`config.mk`:
```
export PLATFORM = sky130hd
export DESIGN_NAME = spi_frame_slave
export DESIGN_NICKNAME = d
export VERILOG_FILES = /design/src/rtl/spi_frame_pkg.sv /design/src/rtl/spi_pin_sync.sv /design/src/rtl/spi_frame_slave.sv
export SDC_FILE = /design/constraint.sdc
export NUM_CORES = 1
export LEC_CHECK = 0
export ABC_AREA = 1
export BUFFER_PORTS_ARGS = -buffer_cell sky130_fd_sc_hd__buf_4
export CORE_UTILIZATION = 30
export CTS_BUF_LIST = sky130_fd_sc_hd__clkbuf_2
export DETAILED_ROUTE_END_ITERATION = 10
export HOLD_SLACK_MARGIN = 0.02
export PLACE_DENSITY = 0.55
export SETUP_SLACK_MARGIN = 0.3
export SYNTH_ARGS = -nofsm -noshare
export SYNTH_HDL_FRONTEND = slang
export SYNTH_HIERARCHICAL = 1
export SYNTH_SLANG_ARGS = --single-unit
```
`constraint.sdc`:
```
create_clock -name clk -period 2 [get_ports clk]
set_input_delay 0.1 -clock clk [delete_from_list [all_inputs] [get_ports clk]]
set_output_delay 0.1 -clock clk [all_outputs]
set_load 0.02 [all_outputs]
```
`src/rtl/spi_frame_pkg.sv`:
```
// Shared definitions for the SPI frame slave: SPI mode encodings, FSM states
// and the bit-counter width helper.
package spi_frame_pkg;

  // SPI modes encoded as {CPOL, CPHA}.
  localparam logic [1:0] SPI_MODE0 = 2'b00;
  localparam logic [1:0] SPI_MODE1 = 2'b01;
  localparam logic [1:0] SPI_MODE2 = 2'b10;
  localparam logic [1:0] SPI_MODE3 = 2'b11;

  typedef enum logic {
    ST_IDLE,
    ST_ACTIVE
  } state_t;

  function automatic int cnt_width(input int frame_bits);
    return $clog2(frame_bits + 1);
  endfunction

endpackage

```
`src/rtl/spi_pin_sync.sv`:
```
// Two-flop synchroniser for one asynchronous SPI pin, plus a third flop that
// provides rise/fall strobes of the synchronised level.
module spi_pin_sync (
  input  logic clk,
  input  logic rst_n,
  input  logic pin,
  output logic level,
  output logic rise,
  output logic fall
);

  logic [2:0] sync;

  // NOTE: sequential state uses non-blocking assignments so every flop in the
  // chain samples the value from before the clock edge.
  always_ff @(posedge clk or negedge rst_n) begin
    if (!rst_n) begin
      sync <= '0;
    end else begin
      sync <= {sync[1:0], pin};
    end
  end

  assign level = sync[1];
  assign rise  = sync[1] & ~sync[2];
  assign fall  = ~sync[1] & sync[2];

endmodule

```
`src/rtl/spi_frame_slave.sv`:
```
// SPI slave frontend: oversampled pins, all CPOL/CPHA modes, FRAME_BITS-bit
// frames, valid/ready rx hand-off. Define SPI_RX_BUFFER_EN for a 2-entry rx FIFO.
module spi_frame_slave
  import spi_frame_pkg::*;
#(
  parameter int unsigned FRAME_BITS = 40,
  parameter bit          CPOL       = 1'b0,
  parameter bit          CPHA       = 1'b0,
  parameter bit          MSB_FIRST  = 1'b1
) (
  input  logic                  clk,
  input  logic                  nreset,
  input  logic                  spi_cs_n,
  input  logic                  spi_sclk,
  input  logic                  spi_mosi,
  output logic                  spi_miso,
  output logic                  spi_miso_oe,
  input  logic [FRAME_BITS-1:0] tx_data,
  output logic                  tx_ack,
  output logic [FRAME_BITS-1:0] rx_data,
  output logic                  rx_valid,
  input  logic                  rx_ready,
  output logic                  rx_overrun,
  output logic                  short_frame,
  output logic                  frame_active
);

  localparam int                CNT_W    = cnt_width(FRAME_BITS);
  localparam logic [CNT_W-1:0]  LAST_BIT = CNT_W'(FRAME_BITS - 1);
  localparam logic [1:0]        MODE     = {CPOL, CPHA};
  // Modes 0 and 3 sample on the rising sclk edge, modes 1 and 2 on the falling.
  localparam bit SAMPLE_ON_RISE = (MODE == SPI_MODE0) || (MODE == SPI_MODE3);

  logic cs_level, cs_rise, cs_fall;
  logic sclk_level_unused, sclk_rise, sclk_fall;
  logic mosi_level;
  logic [1:0] mosi_edges_unused;

  spi_pin_sync u_cs_sync (
    .clk(clk), .rst_n(nreset), .pin(spi_cs_n),
    .level(cs_level), .rise(cs_rise), .fall(cs_fall)
  );

  spi_pin_sync u_sclk_sync (
    .clk(clk), .rst_n(nreset), .pin(spi_sclk),
    .level(sclk_level_unused), .rise(sclk_rise), .fall(sclk_fall)
  );

  spi_pin_sync u_mosi_sync (
    .clk(clk), .rst_n(nreset), .pin(spi_mosi),
    .level(mosi_level), .rise(mosi_edges_unused[0]), .fall(mosi_edges_unused[1])
  );

  function automatic logic head_bit(input logic [FRAME_BITS-1:0] w);
    return MSB_FIRST ? w[FRAME_BITS-1] : w[0];
  endfunction

  function automatic logic [FRAME_BITS-1:0] advance(input logic [FRAME_BITS-1:0] w);
    return MSB_FIRST ? {w[FRAME_BITS-2:0], 1'b0} : {1'b0, w[FRAME_BITS-1:1]};
  endfunction

  state_t                state;
  logic                  armed;
  logic [CNT_W-1:0]      bit_cnt;
  logic [FRAME_BITS-1:0] rx_shift;
  logic [FRAME_BITS-1:0] tx_shift;
  logic                  miso_r;

  logic                  sample_edge, shift_edge, tx_step, frame_done;
  logic [FRAME_BITS-1:0] rx_next, tx_load;

  // NOTE: every always_comb output gets a default first, so no path can
  // leave one unassigned and infer a latch.
  always_comb begin
    sample_edge = SAMPLE_ON_RISE ? sclk_rise : sclk_fall;
    shift_edge  = SAMPLE_ON_RISE ? sclk_fall : sclk_rise;
    // With CPHA=0 the edge right after a frame wrap must not skip bit 0.
    tx_step     = shift_edge && (CPHA || (bit_cnt != '0));
    rx_next     = MSB_FIRST ? {rx_shift[FRAME_BITS-2:0], mosi_level}
                            : {mosi_level, rx_shift[FRAME_BITS-1:1]};
    tx_load     = CPHA ? tx_data : advance(tx_data);
    frame_done  = (state == ST_ACTIVE) && !cs_rise && sample_edge && (bit_cnt == LAST_BIT);
  end

  always_ff @(posedge clk or negedge nreset) begin
    if (!nreset) begin
      state       <= ST_IDLE;
      armed       <= 1'b0;
      bit_cnt     <= '0;
      rx_shift    <= '0;
      tx_shift    <= '0;
      miso_r      <= 1'b0;
      tx_ack      <= 1'b0;
      short_frame <= 1'b0;
    end else begin
      tx_ack      <= 1'b0;
      short_frame <= 1'b0;
      if (cs_level) armed <= 1'b1;
      case (state)
        ST_IDLE: begin
          if (armed && cs_fall) begin
            state    <= ST_ACTIVE;
            bit_cnt  <= '0;
            rx_shift <= '0;
            tx_shift <= tx_load;
            tx_ack   <= 1'b1;
            if (!CPHA) miso_r <= head_bit(tx_data);
          end
        end
        ST_ACTIVE: begin
          if (cs_rise) begin
            state    <= ST_IDLE;
            miso_r   <= 1'b0;
            bit_cnt  <= '0;
            rx_shift <= '0;
            if (bit_cnt != '0) short_frame <= 1'b1;
          end else if (sample_edge) begin
            if (bit_cnt == LAST_BIT) begin
              bit_cnt  <= '0;
              rx_shift <= '0;
              tx_shift <= tx_load;
              tx_ack   <= 1'b1;
              if (!CPHA) miso_r <= head_bit(tx_data);
            end else begin
              bit_cnt  <= bit_cnt + 1'b1;
              rx_shift <= rx_next;
            end
          end else if (tx_step) begin
            miso_r   <= head_bit(tx_shift);
            tx_shift <= advance(tx_shift);
          end
        end
        default: state <= ST_IDLE;
      endcase
    end
  end

  assign frame_active = (state == ST_ACTIVE);
  assign spi_miso_oe  = frame_active;
  assign spi_miso     = miso_r;

`ifdef SPI_RX_BUFFER_EN
  logic [FRAME_BITS-1:0] buf_data;
  logic                  buf_valid;
  logic                  pop;

  assign pop = rx_valid && rx_ready;

  // NOTE: the holding data registers are reset too; they are a handful of
  // flops, not a RAM, so clearing them costs nothing and keeps rx_data defined.
  always_ff @(posedge clk or negedge nreset) begin
    if (!nreset) begin
      rx_data    <= '0;
      rx_valid   <= 1'b0;
      buf_data   <= '0;
      buf_valid  <= 1'b0;
      rx_overrun <= 1'b0;
    end else begin
      rx_overrun <= 1'b0;
      if (pop) begin
        if (buf_valid) begin
          rx_data <= buf_data;
          if (frame_done) buf_data  <= rx_next;
          else            buf_valid <= 1'b0;
        end else if (frame_done) begin
          rx_data <= rx_next;
        end else begin
          rx_valid <= 1'b0;
        end
      end else if (frame_done) begin
        if (!rx_valid) begin
          rx_data  <= rx_next;
          rx_valid <= 1'b1;
        end else if (!buf_valid) begin
          buf_data  <= rx_next;
          buf_valid <= 1'b1;
        end else begin
          rx_overrun <= 1'b1;
        end
      end
    end
  end
`else
  always_ff @(posedge clk or negedge nreset) begin
    if (!nreset) begin
      rx_data    <= '0;
      rx_valid   <= 1'b0;
      rx_overrun <= 1'b0;
    end else begin
      rx_overrun <= 1'b0;
      if (frame_done) begin
        if (!rx_valid || rx_ready) begin
          rx_data  <= rx_next;
          rx_valid <= 1'b1;
        end else begin
          rx_overrun <= 1'b1;
        end
      end else if (rx_valid && rx_ready) begin
        rx_valid <= 1'b0;
      end
    end
  end
`endif

endmodule

```
==> results of run 1 <==
-- where the power goes --
part           internal [uW]  total [uW]  switching, uW
sequential              3290        3580            285
clock                    718        1800           1080
combinational            742        1790           1050
total                   4750        7160           2410
-- routing by layer --
metal,part of all wire [%],vias to the layer above,global-route usage [%]
li1,-,2469,-
met1,46,2369,20.2
met2,49,85,22.6
met3,3.4,13,3.53
met4,1.3,0,5.83
met5,0,-,0
-- path summary, 6_finish.rpt --
path | end | startpoint | depth (start not counted)
setup / recovery | rx_data[35] | bit_cnt[4] | 10
hold / removal | rx_overrun | rx_ready | 5
setup reg to reg | rx_data[35] | bit_cnt[4] | 10
hold reg to reg | u_cs_sync/sync[1] | u_cs_sync/sync[0] | 0
max in group asynchronous | rx_data[22] | nreset | 4
min in group asynchronous | rx_data[7] | nreset | 3
-- sequential cells by signal, summed over array words and instances, names as in the netlist --
register	flops
frame_active	1
rx_valid	1
u_cs_sync/sync	3
armed	1
short_frame	1
bit_cnt	6
u_mosi_sync/sync	2
tx_shift	39
tx_ack	1
rx_overrun	1
rx_shift	39
spi_miso	1
u_sclk_sync/sync	3
rx_data	40
-- timing repair --
action / 4_1_cts / 5_1_grt
endpoints found under the hold margin: 207 / 0
hold buffers: 49 / 0
pin swaps: 1 / 4
cloned: 0 / 6
resized for setup: 4 / 81
endpoints found under the setup margin: 114 / 119
buffers inserted: 2 / 6
-- area by class of cell --
type	instances	area (um^2)	share of cell area [%]
sequential	139	3480	42.3
tap	260	325	3.96
clock inverter	13	166	2.02
timing repair buffer	176	1720	20.9
clock buffer	19	95.1	1.16
multi-input combinational	425	2190	26.6
inverter	62	244	2.97
antenna	1	2.50	0.0304
-- worst min-delay path, delay by kind of cell --
family / cells / cell delay (ns)
AND/OR/NAND/NOR: 2 / 0.12
buffers and inverters: 3 / 0.70
-- through the flow --
stage	hold slack (ns)	setup WS, ns
2_1_floorplan	-0.196	0.413
3_3_place_gp	0.0988	0.205
3_5_place_dp	0.0984	0.161
4_1_cts	0.156	0.305
5_1_grt	0.194	0.212
6_report	0.255	0.321
==> flow_metrics.py, run 1 <==
metrics = {
    "global_route": {
        "grt_pass1_vias": 4677,
        "overflow": 0,
        "antenna_found_initial": 1,
        "grt_usage_pct": 14.8,
        "grt_pass1_wl_um": 23400,
        "grt_max_degree": 53,
    },
    "setup_path": {
        "cpMaxStageDelayCell": "dfrtp_1",
        "crit_path_start_kind": "register",
        "cp_max_fo": 7,
        "required_ns": 2.59,
        "critical_path_class": "reg -> reg",
        "critical-path-max-stage-delay_ns": 0.48,
        "r2r_slack_ns": 0.32,
        "critPathArrivalTime_ns": 2.27,
        "worst-path-buf-inv": 4,
        "crit_family": "simple AND/OR/NAND/NOR gates",
        "endpoint_kind": "register",
        "crit_chain": "nor2_1 -> nand3_4 -> inv_4 -> nand2_4 -> nor2_4 -> clkinv_4 -> buf_12 -> buf_8 -> nand2_1 -> o21ai_1",
    },
    "power": {
        "p_per_area_nw_per_um2": 872,
        "total_power_uw": 7160,
        "power_leakage_uw": 0.00406,
        "ir_drop_v": 0.000302,
    },
    "routing": {
        "wl_um": 15000,
        "vias_per_cell": 4.51,
        "route.detailed.drc": 0,
        "drtIter0Drc": 284,
        "wl_per_cell_um": 13.7,
        "first_pass_iters": 4,
        "vias": 4936,
        "ant_nets": 0,
    },
    "die": {
        "design.portCount": 93,
        "rows": 50,
        "die-height_um": 142,
        "core_area_um2": 19000,
        "start_util_pct": 31.0,
        "die_area_um2": 20200,
        "die_x_um": 142,
    },
    "synthesis": {
        "syn_nets": 715,
        "postSynthCellCount": 667,
        "avgSynthCellArea_um2": 8.81,
        "synth_area_um2": 5880,
        "ys_warn_count": 6,
    },
    "timing": {
        "finalSetupViolCount": 0,
        "fin_setup_tns_ns": 0,
        "max_freq_ghz": 0.596,
        "drv_slew": 0,
        "worst_pin_slew_ns": 0.504,
        "fin_crit_sh_pct": 83.9,
        "hold_viol": 0,
        "fin_skew_ns": 0.0520,
        "rsz0062_at_grt": "true",
        "period_needed_ns": 1.68,
        "slew_headroom_pct": 66.4,
    },
    "cells_and_area": {
        "finalNetCount": 869,
        "mostFrequentLayoutCell": "nand2_1",
        "design_area_um2": 8220,
        "area_delta_synth_final_pct": 39.8,
        "final_cell_mix": "233 x nand2_1, 139 x dfrtp_1, 104 x buf_4, 51 x inv_1, 49 x dlygate4sd3_1",
        "drive_gt1_share_pct": 27.8,
        "finalCoreUtilization_pct": 43.4,
        "fin_cells": 1095,
        "n_fill_cell": 1854,
    },
    "clock_network": {
        "clk_pin_slew_ns": 0.20,
        "clockBufferDepth": 2,
        "cts_made_buffers": 17,
        "clock_latency_ns": 0.71,
        "root_buffer": "clkbuf_2",
        "ctsHtreeMaxLevel": 4,
        "cts_tree": "yes",
        "clkSinkCount": 139,
    },
    "job": {
        "max_cap_viol_count": 0,
    },
    "placed_design": {
        "io_buffer_count": 92,
        "place_inst": 999,
        "postPlaceCellArea_um2": 6960,
        "hpwl_um": 8860,
        "place_congestion": 0.768,
    },
    "outcome": {
        "outcome": "complete, no violations",
    },
    "worst_hold_path": {
        "hp-class": "in -> reg",
    },
}
Power figures use the tool's default switching activity.
==> run 2: changes to the inputs <==
ABC_AREA = 0   (was 1)
clock period = 1.6 ns   (was 2 ns; I/O delays follow)
==> flow_metrics.py, run 2 <==
metrics = {
    "outcome": {
        "outcome": "finished with violations",
        "violations": "setup timing",
    },
    "synthesis": {
        "postSynthCellCount": 386,
        "ys_warn_count": 6,
        "avgSynthCellArea_um2": 14.9,
        "synth_area_um2": 5750,
        "syn_nets": 434,
    },
    "clock_network": {
        "ctsHtreeMaxLevel": 4,
        "clkSinkCount": 139,
        "clock_latency_ns": 0.68,
        "cts_made_buffers": 17,
        "root_buffer": "clkbuf_2",
        "clk_pin_slew_ns": 0.21,
        "clockBufferDepth": 2,
        "cts_tree": "yes",
    },
    "setup_path": {
        "required_ns": 2.16,
        "critical_path_class": "reg -> reg",
        "cp_max_fo": 10,
        "critPathArrivalTime_ns": 2.43,
        "crit_path_start_kind": "register",
        "endpoint_kind": "register",
    },
    "timing": {
        "fin_setup_tns_ns": -22.77,
        "worst_pin_slew_ns": 0.431,
        "finalSetupViolCount": 122,
        "max_freq_ghz": 0.533,
        "fin_skew_ns": 0.0399,
        "worst_slack_ns": -0.277,
        "drv_slew": 0,
        "fin_crit_sh_pct": 117,
        "rsz0062_at_grt": "true",
        "period_needed_ns": 1.88,
        "hold_viol": 0,
        "slew_headroom_pct": 71.3,
    },
    "die": {
        "die_area_um2": 19700,
        "start_util_pct": 30.6,
        "die_x_um": 140,
        "die-height_um": 140,
        "rows": 50,
        "core_area_um2": 18800,
        "design.portCount": 93,
    },
    "routing": {
        "wl_per_cell_um": 16.3,
        "vias_per_cell": 4.62,
        "route.detailed.drc": 0,
        "vias": 3943,
        "first_pass_iters": 4,
        "drtIter0Drc": 98,
        "ant_nets": 0,
        "wl_um": 13900,
    },
    "cells_and_area": {
        "diodes": 0,
        "n_fill_cell": 1665,
        "area_delta_synth_final_pct": 54.3,
        "largest_reg_flops": 40,
        "finalNetCount": 656,
        "largestRegisters": "rx_data x40, rx_shift x39, tx_shift x39",
        "drive_gt1_share_pct": 56.1,
        "regMostFlops": "rx_data",
        "fin_cells": 854,
        "design_area_um2": 8870,
        "final_cell_mix": "138 x dfrtp_1, 97 x buf_4, 60 x mux2_4, 57 x buf_6, 56 x mux2_2",
        "mostFrequentLayoutCell": "dfrtp_1",
    },
    "global_route": {
        "top_usage_layer": "met2",
        "grt_pass1_wl_um": 22100,
        "grt_pass1_vias": 4235,
        "overflow": 0,
        "antenna_found_initial": 0,
        "gr-usage-met2_pct": 22.6,
        "grt_max_degree": 43,
        "grt_use_met1_pct": 19.0,
        "grt_usage_pct": 14.3,
        "grt_use_met3_pct": 4.82,
    },
    "power": {
        "seq_power_share_pct": 48.6,
        "ir_drop_v": 0.000485,
        "netSwitchingFraction_pct": 26.5,
        "power_frac_comb_pct": 23.2,
        "p_per_area_nw_per_um2": 1010,
        "intPower_uw": 6560,
        "total_power_uw": 8930,
        "power.switching_uw": 2370,
        "power_leakage_uw": 0.00435,
        "power_frac_clock_pct": 28.1,
    },
    "placed_design": {
        "postPlaceCellArea_um2": 7290,
        "io_buffer_count": 92,
        "post-place-ws_ns": -0.223,
        "place_congestion": 0.753,
        "hpwl_um": 8290,
        "place_inst": 730,
    },
    "job": {
        "max_cap_viol_count": 0,
    },
    "worst_hold_path": {
        "hp-class": "in -> reg",
    },
}
run 2: worst paths after layout:
kind / startpoint / to / slack (ns) / cells past startpoint
max: u_sclk_sync/sync[2] / tx_shift[23] / -0.28 / 7
min: tx_data[6] / tx_shift[7] / 0.29 / 4
max reg2reg: u_sclk_sync/sync[2] / tx_shift[23] / -0.28 / 7
min reg2reg: u_sclk_sync/sync[0] / u_sclk_sync/sync[1] / 0.38 / 0
max in group asynchronous: nreset / rx_valid / 0.82 / 4
min in group asynchronous: nreset / tx_shift[5] / 0.52 / 4
run 2: metrics by stage:
stage,hold WS [ns],util (%)
floorplan,-0.216,-
global placement,0.00216,38.8
detailed placement,0.00675,38.8
CTS,0.197,45.8
global route,0.158,47.3
finish,0.294,47.3
run 2: metal layers:
layer	part of all wire (%)	vias to the layer above
met2	48	86
met1	47	1999
li1	-	1848
met3	4.3	10
met4	0.96	0
met5	0	-
run 2: worst max-delay path, stage by stage (launching register included):
cell and delay, ns:
dfrtp_1 0.42, nor2b_1 0.11, buf_4 0.15, nand3b_1 0.17
o221ai_4 0.26, buf_12 0.15, clkbuf_16 0.16, mux2_2 0.33
run 2: power groups by stage:
stage | Clock (uW) | Combinational (uW) | Sequential, uW
after global placement | 0 | 1660 | 4390
after detailed placement | 0 | 1710 | 4420
after floorplan | 0 | 1210 | 4340
after CTS | 2610 | 1930 | 4340
final | 2510 | 2070 | 4340
after global routing | 2770 | 2240 | 4430
run 2: final cells by class:
class,instances,area [um^2],area share [%]
Sequential cell,139,3480,39.2
Clock buffer,17,85.1,0.959
Multi-Input combinational cell,219,2400,27.1
Clock inverter,14,218,2.45
Tap cell,234,293,3.30
Inverter,3,11.3,0.127
Timing Repair Buffer,228,2390,26.9
run 2: what timing repair did:
| action | CTS | global route |
|---|---|---|
| gates resized for setup | 65 | 20 |
| buffers inserted | 25 | 12 |
| endpoints found under the setup margin | 173 | 175 |
| hold buffers | 50 | 0 |
| pin swaps | 1 | 4 |
| endpoints found under the hold margin | 184 | 0 |
| gates cloned | 2 | 4 |
